$ cat config.mk
export PLATFORM = sky130hd
export DESIGN_NAME = hwce_wmem_arbiter
export DESIGN_NICKNAME = d
export VERILOG_FILES = /design/src/rtl/hwce_wmem_pkg.sv /design/src/rtl/hwce_rr_arb.sv /design/src/rtl/hwce_wmem_arbiter.sv
export SDC_FILE = /design/constraint.sdc
export NUM_CORES = 1
export LEC_CHECK = 0
export BUFFER_PORTS_ARGS = -buffer_cell sky130_fd_sc_hd__buf_2
export CORE_AREA = 2 2 413 415
export CTS_BUF_LIST = sky130_fd_sc_hd__clkbuf_8 sky130_fd_sc_hd__clkbuf_16
export CTS_CLUSTER_SIZE = 10
export DETAILED_ROUTE_END_ITERATION = 16
export DIE_AREA = 0 0 415 417
export PLACE_DENSITY_LB_ADDON = 0.12
export SLEW_MARGIN = 0
export SYNTH_ARGS = -nofsm -noshare
export SYNTH_HDL_FRONTEND = slang
export SYNTH_SLANG_ARGS = --single-unit
$ cat constraint.sdc
create_clock -name clk -period 3.5 [get_ports clk]
set_input_delay 0.175 -clock clk [delete_from_list [all_inputs] [get_ports clk]]
set_output_delay 0.175 -clock clk [all_outputs]
set_load 0.005 [all_outputs]
$ cat src/rtl/hwce_wmem_pkg.sv
// rtl/hwce_wmem_pkg.sv - shared widths, types and address decode for the weight-memory arbiter
package hwce_wmem_pkg;

    localparam int unsigned WMEM_N_REQ   = 4;
    localparam int unsigned WMEM_N_BANKS = 8;
    localparam int unsigned BANK_SEL_W   = $clog2(WMEM_N_BANKS);
    localparam int unsigned REQ_IDX_W    = $clog2(WMEM_N_REQ);

    typedef logic [BANK_SEL_W-1:0] bank_idx_t;

    // Extracts a width-bit field starting at lsb; used for both bank select and word address.
    function automatic logic [31:0] addr_field(input logic [63:0] addr,
                                               input int unsigned lsb,
                                               input int unsigned width);
        logic [63:0] mask;
        mask = (64'd1 << width) - 64'd1;
        return 32'((addr >> lsb) & mask);
    endfunction

endpackage

$ cat src/rtl/hwce_rr_arb.sv
// rtl/hwce_rr_arb.sv - round-robin arbiter with one-hot grant and pointer advance on grant
module hwce_rr_arb #(
    parameter int unsigned N = 4
) (
    input  logic         clk,
    input  logic         rst,
    input  logic [N-1:0] req_i,
    output logic [N-1:0] gnt_o
);

    localparam int unsigned PTR_W = (N > 1) ? $clog2(N) : 1;

    logic [PTR_W-1:0] ptr_q, ptr_d;
    logic [PTR_W-1:0] idx;
    logic             found;

    // Scan from the pointer upward with wrap; the first requester found wins.
    always_comb begin
        gnt_o = '0;
        ptr_d = ptr_q;
        found = 1'b0;
        idx   = '0;
        for (int unsigned i = 0; i < N; i++) begin
            idx = PTR_W'((32'(ptr_q) + i) % N);
            if (!found && req_i[idx]) begin
                found      = 1'b1;
                gnt_o[idx] = 1'b1;
                ptr_d      = PTR_W'((32'(idx) + 1) % N);
            end
        end
    end

    always_ff @(posedge clk) begin
        if (rst) begin
            ptr_q <= '0;
        end else begin
            ptr_q <= ptr_d;
        end
    end

endmodule

$ cat src/rtl/hwce_wmem_arbiter.sv
// rtl/hwce_wmem_arbiter.sv - per-bank round-robin sharing of weight-memory banks with read-response routing
module hwce_wmem_arbiter
    import hwce_wmem_pkg::*;
#(
    parameter int unsigned N_REQ           = WMEM_N_REQ,
    parameter int unsigned N_BANKS         = WMEM_N_BANKS,
    parameter int unsigned ADDR_WIDTH      = 32,
    parameter int unsigned DATA_WIDTH      = 32,
    parameter int unsigned BE_WIDTH        = DATA_WIDTH / 8,
    parameter int unsigned LSB_ADDR        = 2,
    parameter int unsigned BANK_ADDR_WIDTH = 12
) (
    input  logic                               clk,
    input  logic                               rst,
    input  logic [N_REQ-1:0]                   req_i,
    input  logic [N_REQ*ADDR_WIDTH-1:0]        add_i,
    input  logic [N_REQ-1:0]                   wen_i,
    input  logic [N_REQ*DATA_WIDTH-1:0]        wdata_i,
    input  logic [N_REQ*BE_WIDTH-1:0]          be_i,
    output logic [N_REQ-1:0]                   gnt_o,
    output logic [N_REQ-1:0]                   r_valid_o,
    output logic [N_REQ*DATA_WIDTH-1:0]        r_rdata_o,
    output logic [N_BANKS-1:0]                 bank_req_o,
    output logic [N_BANKS*BANK_ADDR_WIDTH-1:0] bank_add_o,
    output logic [N_BANKS-1:0]                 bank_wen_o,
    output logic [N_BANKS*DATA_WIDTH-1:0]      bank_wdata_o,
    output logic [N_BANKS*BE_WIDTH-1:0]        bank_be_o,
    input  logic [N_BANKS*DATA_WIDTH-1:0]      bank_rdata_i
);

    localparam int unsigned SEL_W = $clog2(N_BANKS);

    logic [SEL_W-1:0]           req_bank  [N_REQ];
    logic [BANK_ADDR_WIDTH-1:0] req_word  [N_REQ];
    logic [N_REQ-1:0]           bank_reqs [N_BANKS];
    logic [N_REQ-1:0]           bank_gnts [N_BANKS];
    logic [DATA_WIDTH-1:0]      rdata_arr [N_BANKS];

    logic [N_REQ-1:0] valid_q, rd_q;
    logic [SEL_W-1:0] bank_q [N_REQ];

    always_comb begin
        for (int k = 0; k < N_REQ; k++) begin
            req_bank[k] = SEL_W'(addr_field(64'(add_i[k*ADDR_WIDTH +: ADDR_WIDTH]), LSB_ADDR, SEL_W));
            req_word[k] = BANK_ADDR_WIDTH'(addr_field(64'(add_i[k*ADDR_WIDTH +: ADDR_WIDTH]),
                                                      LSB_ADDR + SEL_W, BANK_ADDR_WIDTH));
        end
        for (int b = 0; b < N_BANKS; b++) begin
            for (int k = 0; k < N_REQ; k++) begin
                bank_reqs[b][k] = req_i[k] && (req_bank[k] == SEL_W'(b));
            end
        end
    end

    for (genvar b = 0; b < N_BANKS; b++) begin : g_bank_arb
        hwce_rr_arb #(.N(N_REQ)) u_arb (
            .clk   (clk),
            .rst   (rst),
            .req_i (bank_reqs[b]),
            .gnt_o (bank_gnts[b])
        );
    end

    // Each bank forwards its single winner's fields; idle banks drive zero.
    always_comb begin
        gnt_o        = '0;
        bank_req_o   = '0;
        bank_add_o   = '0;
        bank_wen_o   = '0;
        bank_wdata_o = '0;
        bank_be_o    = '0;
        for (int b = 0; b < N_BANKS; b++) begin
            bank_req_o[b] = |bank_gnts[b];
            for (int k = 0; k < N_REQ; k++) begin
                if (bank_gnts[b][k]) begin
                    gnt_o[k]                                      = 1'b1;
                    bank_add_o[b*BANK_ADDR_WIDTH +: BANK_ADDR_WIDTH] = req_word[k];
                    bank_wen_o[b]                                 = wen_i[k];
                    bank_wdata_o[b*DATA_WIDTH +: DATA_WIDTH]      = wdata_i[k*DATA_WIDTH +: DATA_WIDTH];
                    bank_be_o[b*BE_WIDTH +: BE_WIDTH]             = be_i[k*BE_WIDTH +: BE_WIDTH];
                end
            end
        end
    end

    always_ff @(posedge clk) begin
        if (rst) begin
            valid_q <= '0;
            rd_q    <= '0;
            for (int k = 0; k < N_REQ; k++) begin
                bank_q[k] <= '0;
            end
        end else begin
            valid_q <= gnt_o;
            for (int k = 0; k < N_REQ; k++) begin
                if (gnt_o[k]) begin
                    rd_q[k]   <= wen_i[k];
                    bank_q[k] <= req_bank[k];
                end
            end
        end
    end

    // Responses are suppressed while rst is high so a pending load is dropped immediately.
    always_comb begin
        r_valid_o = '0;
        r_rdata_o = '0;
        for (int b = 0; b < N_BANKS; b++) begin
            rdata_arr[b] = bank_rdata_i[b*DATA_WIDTH +: DATA_WIDTH];
        end
        for (int k = 0; k < N_REQ; k++) begin
            if (valid_q[k] && !rst) begin
                r_valid_o[k] = 1'b1;
                if (rd_q[k]) begin
                    r_rdata_o[k*DATA_WIDTH +: DATA_WIDTH] = rdata_arr[bank_q[k]];
                end
            end
        end
    end

endmodule

; After elaboration in Yosys (flattened, before gate mapping)
; Memories as Yosys holds them, arrays and structs flattened.
; Cells that the tools add are included.
; W data, S select, Z words.
[totals]
inputBits = 538
ram_bits = 12
out_inout_bits = 536
n_memories = 1
reg_bits = 24
[memory_table]
columns = memory, words, width, rd, rd_ports_with_merged_regs, write_ports, line
row1 = bank_q, 4, 3, 4, 0, 4, hwce_wmem_arbiter.sv:40  ; logic [SEL_W-1:0] bank_q [N_REQ];
[op_classes]
mux = 418
order_cmp = 68
reduce_logical = 137
n_bitwise = 32
addsub = 48
n_eq_ne = 28
[op_table]
columns = operator, n
row1 = $mux W32, 48
row2 = $bmux W32 S3, 4
row3 = $mux W12, 32
row4 = $mux W4, 64
row5 = $mux W1, 170
row6 = $lt A2 B3 Y1 const B, 32
row7 = $or A4 B4 Y4, 24
row8 = $logic_and A1 B1 Y1, 92
row9 = $add A2 B1 Y2 const B, 32
row10 = $bmux W1 S2, 32
row11 = $demux W1 S2, 32
row12 = $ge A2 B1 Y1 const B, 32
row13 = $mux W2, 32
row14 = $eq A3 B3 Y1 const B, 16
row15 = $add A2 B2 Y2 const B, 16
row16 = $reduce_bool A4 Y1, 8
row17 = $reduce_or A4 Y1, 8
row18 = $logic_not A1 Y1, 25
row19 = $eq A3 B2 Y1 const B, 8
row20 = $ge A4 B4 Y1 const B, 4
row21 = $not A3 Y4, 4
row22 = $eq A3 B1 Y1 const B, 4
row23 = $logic_not A3 Y1, 4
row24 = $mux W3, 4
row25 = $or A1 B1 Y1, 4

; Logic depth before layout (Yosys ltp)
[depth]
depth_word = 26
ltp_mapped = 12
mapped_depth_nobuf = 8

; Hierarchy
; From an unflattened synthesis, not the netlist that was laid out.
[hier_totals]
cells_unflattened = 3390
hier_area_um2 = 25343.1
[modules_own_cells]
columns = mod, area_per_inst_um2, cells_each, n_inst
row1 = hwce_wmem_arbiter, 21331.7, 2956, 1
row2 = hwce_rr_arb at g_bank_arb[1].u_arb ..., 509.2, 55, 7
row3 = hwce_rr_arb at g_bank_arb[0].u_arb, 446.7, 49, 1

; Worst setup path before layout
; Ideal clock, no wire load.
[synth_timing]
path_kind = reg-to-reg
start = reg g_bank_arb[4].u_arb.ptr_q[0]
end = mem bank_q[1][0] (netlist bit) (enable)
synth_period_minus_slack_ns = 3.329
stages_incl_launch_ff = 10
n_path_buf = 1
slack_ns = 0.171
t_arrival_ns = 3.056
cell_sequence = dfxtp_1 > inv_1 > ha_1 > mux4_2 > and4b_1 > buf_2 > and2_4 > or4_4 > nor4_4 > nand2b_1
[synth_lines]
columns = element, line
row1 = start: declaration, hwce_rr_arb.sv:13  ; logic [PTR_W-1:0] ptr_q, ptr_d;
row2 = start signal: assignment, hwce_rr_arb.sv:37  ; ptr_q <= ptr_d;
row3 = end: declaration, hwce_wmem_arbiter.sv:40

; Worst setup path after layout
[layout_timing]
start = reg g_bank_arb[3].u_arb.ptr_q[1]
end = out bank_add_o[45]
[layout_between]
elab_chain_len = 16
elab_cells_between_ends = 51
[layout_rtl]
columns = element, line
row1 = start: declaration, hwce_rr_arb.sv:13
row2 = start signal: assignment, hwce_rr_arb.sv:37
row3 = branches (longest 11 deep; another with $lt A2 B3 Y1), -
row4 = $mux W4 (*), hwce_rr_arb.sv:25  ; if (!found && req_i[idx]) begin
row5 = $mux W12 (3 in series), hwce_wmem_arbiter.sv:75  ; if (bank_gnts[b][k]) begin
row6 = $mux W12 (*), hwce_wmem_arbiter.sv:75
row7 = end: declaration, hwce_wmem_arbiter.sv:24  ; output logic [N_BANKS*BANK_ADDR_WIDTH-1:0] bank_add_o,
; Mark *: on every way between the ends. The select of a mux whose other input is x is not followed.

==> results.yml <==
detailed_routing:
  met2WireLength_um: 111000
  wire_per_inst_um: 34.3
  drtPass1Iterations: 6
  vias_per_cell: 5.53
  drt-met1-wl_um: 88700
  routed.top_layer: "met5"
  ant_nets: 0
  routed_wl_um: 231000
  drcViolationCount: 0
  met3_length_um: 17100
  drtIter0Drc: 3753
  num_vias: 37100
global_route:
  grtUsageTotal: 0.240
  antenna_found_initial: 68
  grt_pass1_vias: 34700
  gr-total-overflow: 0
  grt_max_degree: 99
  grt_pass1_wl_um: 299000
worst_setup_path:
  crit_path_cell_trace: "inv_4 > ha_4 > mux4_2 > nor4b_4 > nand2_2 > a211oi_4 > buf_12 > buf_16 > buf_12 > a221oi_4 > o31ai_4 > buf_2"
  critPathTopFamily: "buffers and inverters"
  cp-startpoint: "g_bank_arb[3].u_arb.ptr_q[1]"
  cp-end-kind: "output pin"
  worstSetupPathType: "flop to output pin"
  critPathMaxFanout: 9
  critPathBufInv: 5
  critPathLaunchType: "flop"
  crit_path_frequent_cell: "buf_12"
  worstReg2RegStart: "g_bank_arb[4].u_arb.ptr_q[1]"
  cp_slowest_cell: "mux4_2"
  critPathRequiredTime_ps: 3320
  max_stage_delay_ps: 530
  arrival_ps: 3360
clocking:
  worstSkewPairLatency_ps: 320
  cts_tree: "built"
  cts_made_buffers: 5
  htreeDepth: 2
  cts_sinks: 36
  root_buffer: "clkbuf_16"
  cts_buffer_depth: 2
  path_clk_slew_ps: 80
  ctsHoldBuffers: 0
timing:
  holdWs_ps: 284
  maxSlewViolCount: 0
  finClkSkew_ps: 17.0
  tns_ps: -162
  setup_viol: 9
  fin_crit_sh: 1.01
  layout_setup_ws_ps: -39.1
  final_hold_viol_count: 0
  tightest_slew_ps: 1050
  clock.fmax_ghz: 0.283
  rsz0062_at_grt: "yes"
  maxSlewHeadroom: 0.298
  post-route-min-period_ps: 3540
place:
  dp.cells: 6527
  place.gp.congestion: 0.910
  port_buffers: 1005
  dp_hpwl_um: 160000
floorplan:
  core_sq_um: 169000
  num_rows: 151
  die_x_um: 415
  ios: 1074
  start_util: 0.154
  fp.dieH_um: 417
  dieArea_sq_um: 173000
synth:
  synth_cell_types: 64
  syn_inst: 3458
  synth.cell_area_sq_um: 26000
  avgSynthCellArea_sq_um: 7.52
  synth_seq_cells: 36
  ys_top_cells_by_area: "mux4_2 (26%), nor2_1 (8.2%), a221oi_1 (7.9%), o31ai_1 (6.8%), a21oi_1 (5.6%)"
  synth.most_common_cell: "nor2_1"
  synthArstFlopShare: 0
  synth_top_flop_cell: "dfxtp_1"
  syn_nets: 4043
  synth_common_cells: "nor2_1 (568), nand2_1 (328), mux4_2 (296), clkbuf_1 (295), a21oi_1 (290)"
  synth.top_cell.area_share: 0.256
  yosys_warnings: 0
  ys_seq_area_frac: 0.0323
  synth_edf_count: 12
  synth_area_leader_cell: "mux4_2"
power:
  seqPwrFrac: 0.034
  power_frac_comb: 0.943
  vdd_drop_max_uv: 306
  switchingPower_mw: 14.1
  p_leak_nw: 16.4
  clockPowerShare: 0.022
  p_sw_frac: 0.545
  internal-power_mw: 11.8
  power.density_nw_per_um2: 632
worst_hold_path:
  hold_start: "wen_i[3]"
  hold_class: "input pin to flop"
status:
  violations: "negative setup slack"
  outcome: "complete, but fails checks"
layout:
  syn_to_final_growth_pct: 57.0
  finalNonFillerCells: 6715
  drive_above_1_share: 0.496
  finalNetCount: 5051
run:
  max-cap-violations: 0
==> final cells by class <==
class	count	area (sq um)
antenna	30	75.1
multi-input combinational	2881	25300
sequential	36	856
tap	2218	2780
clock inverter	3	42.5
clock buffer	5	125
fill	18700	128000
inverter	25	101
timing repair buffer	1517	11600
==> cell usage in the layout (no fill, tap or decap), drive strengths merged, types with 11 or more instances in the layout <==
cell	synthesis	routed
o211ai	151	151
nor3b	12	12
nor4bb	11	11
a221oi	245	245
mux4	296	296
a21boi	143	143
ha	47	47
a211oi	13	13
buf	220	1490
nand4b	12	12
edfxtp	12	12
o31ai	257	257
and3	144	144
diode	0	30
dfxtp	24	24
nand2	328	328
a21oi	291	291
and4b	16	16
mux2i	136	136
nand2b	12	12
clkbuf	296	29
nand3	36	36
nor2	569	569
inv	25	25
or2	13	13
a31oi	22	22
and2	15	15
==> what timing repair did <==
item / in CTS / in global routing
endpoints found under the setup margin: 295 / 301
setup buffers: 50 / 66
gates cloned: 19 / 24
pin swaps: 104 / 178
resized for setup: 160 / 367
==> per-stage QoR <==
step | cell area [sq um] | util | worst slack (ps) | power (mW)
floorplan | 26000 | - | 171 | 11.8
finish | 40800 | 0.242 | -39.1 | 25.8
global placement | 35700 | 0.212 | -142 | 22.3
global route | 40800 | 0.242 | -166 | 26.9
CTS | 37800 | 0.224 | -106 | 24.0
detailed placement | 35700 | 0.212 | -186 | 22.2
==> sequential cells by signal, summed over array words and instances (netlist names) <==
signal                  cells
g_bank_arb.u_arb.ptr_q     16
rd_q                        4
valid_q                     4
bank_q                     12
==> worst reg2reg max path: stages, from the launching register on <==
cell      delay [ps]
dfxtp_2          360
inv_4             50
ha_4             270
mux4_2           520
and4b_2          280
and2_4           190
buf_4            130
or4_4            510
nor4_4           300
buf_6            170
buf_4            120
buf_4            110
nand2b_1          90
==> power groups by stage <==
stage	combinational [mW]	sequential [mW]	clock (mW)
finish	24.4	0.891	0.573
CTS	22.6	0.883	0.608
detailed placement	21.3	0.881	0
global route	25.4	0.915	0.613
floorplan	11.1	0.707	0
global placement	21.4	0.882	0
==> routing by layer <==
metal | GRT usage | up-vias
met1 | 0.289 | 19000
li1 | - | 15600
met4 | 0.109 | 26
met5 | 0 | -
met2 | 0.416 | 2098
met3 | 0.0397 | 460
==> final timing paths <==
| check | to | slack, ps | depth (start not counted) |
|---|---|---|---|
| min | rd_q[3] | 280 | 3 |
| max reg2reg | bank_q[1][1] | 140 | 12 |
| max | bank_add_o[45] | -40 | 12 |
| min reg2reg | rd_q[0] | 490 | 2 |
==> cells by family after synthesis <==
family / count (synthesis) / synth area share
and+or+nand+nor: 1228 / 0.222
AOI/OAI and AO/OA: 1166 / 0.327
buffers and inverters: 541 / 0.0846
muxes: 432 / 0.309
adders and majority gates: 47 / 0.0226
DFF: 36 / 0.0323
xor gates and xnor gates: 8 / 0.00269
Power figures use the tool's default switching activity.
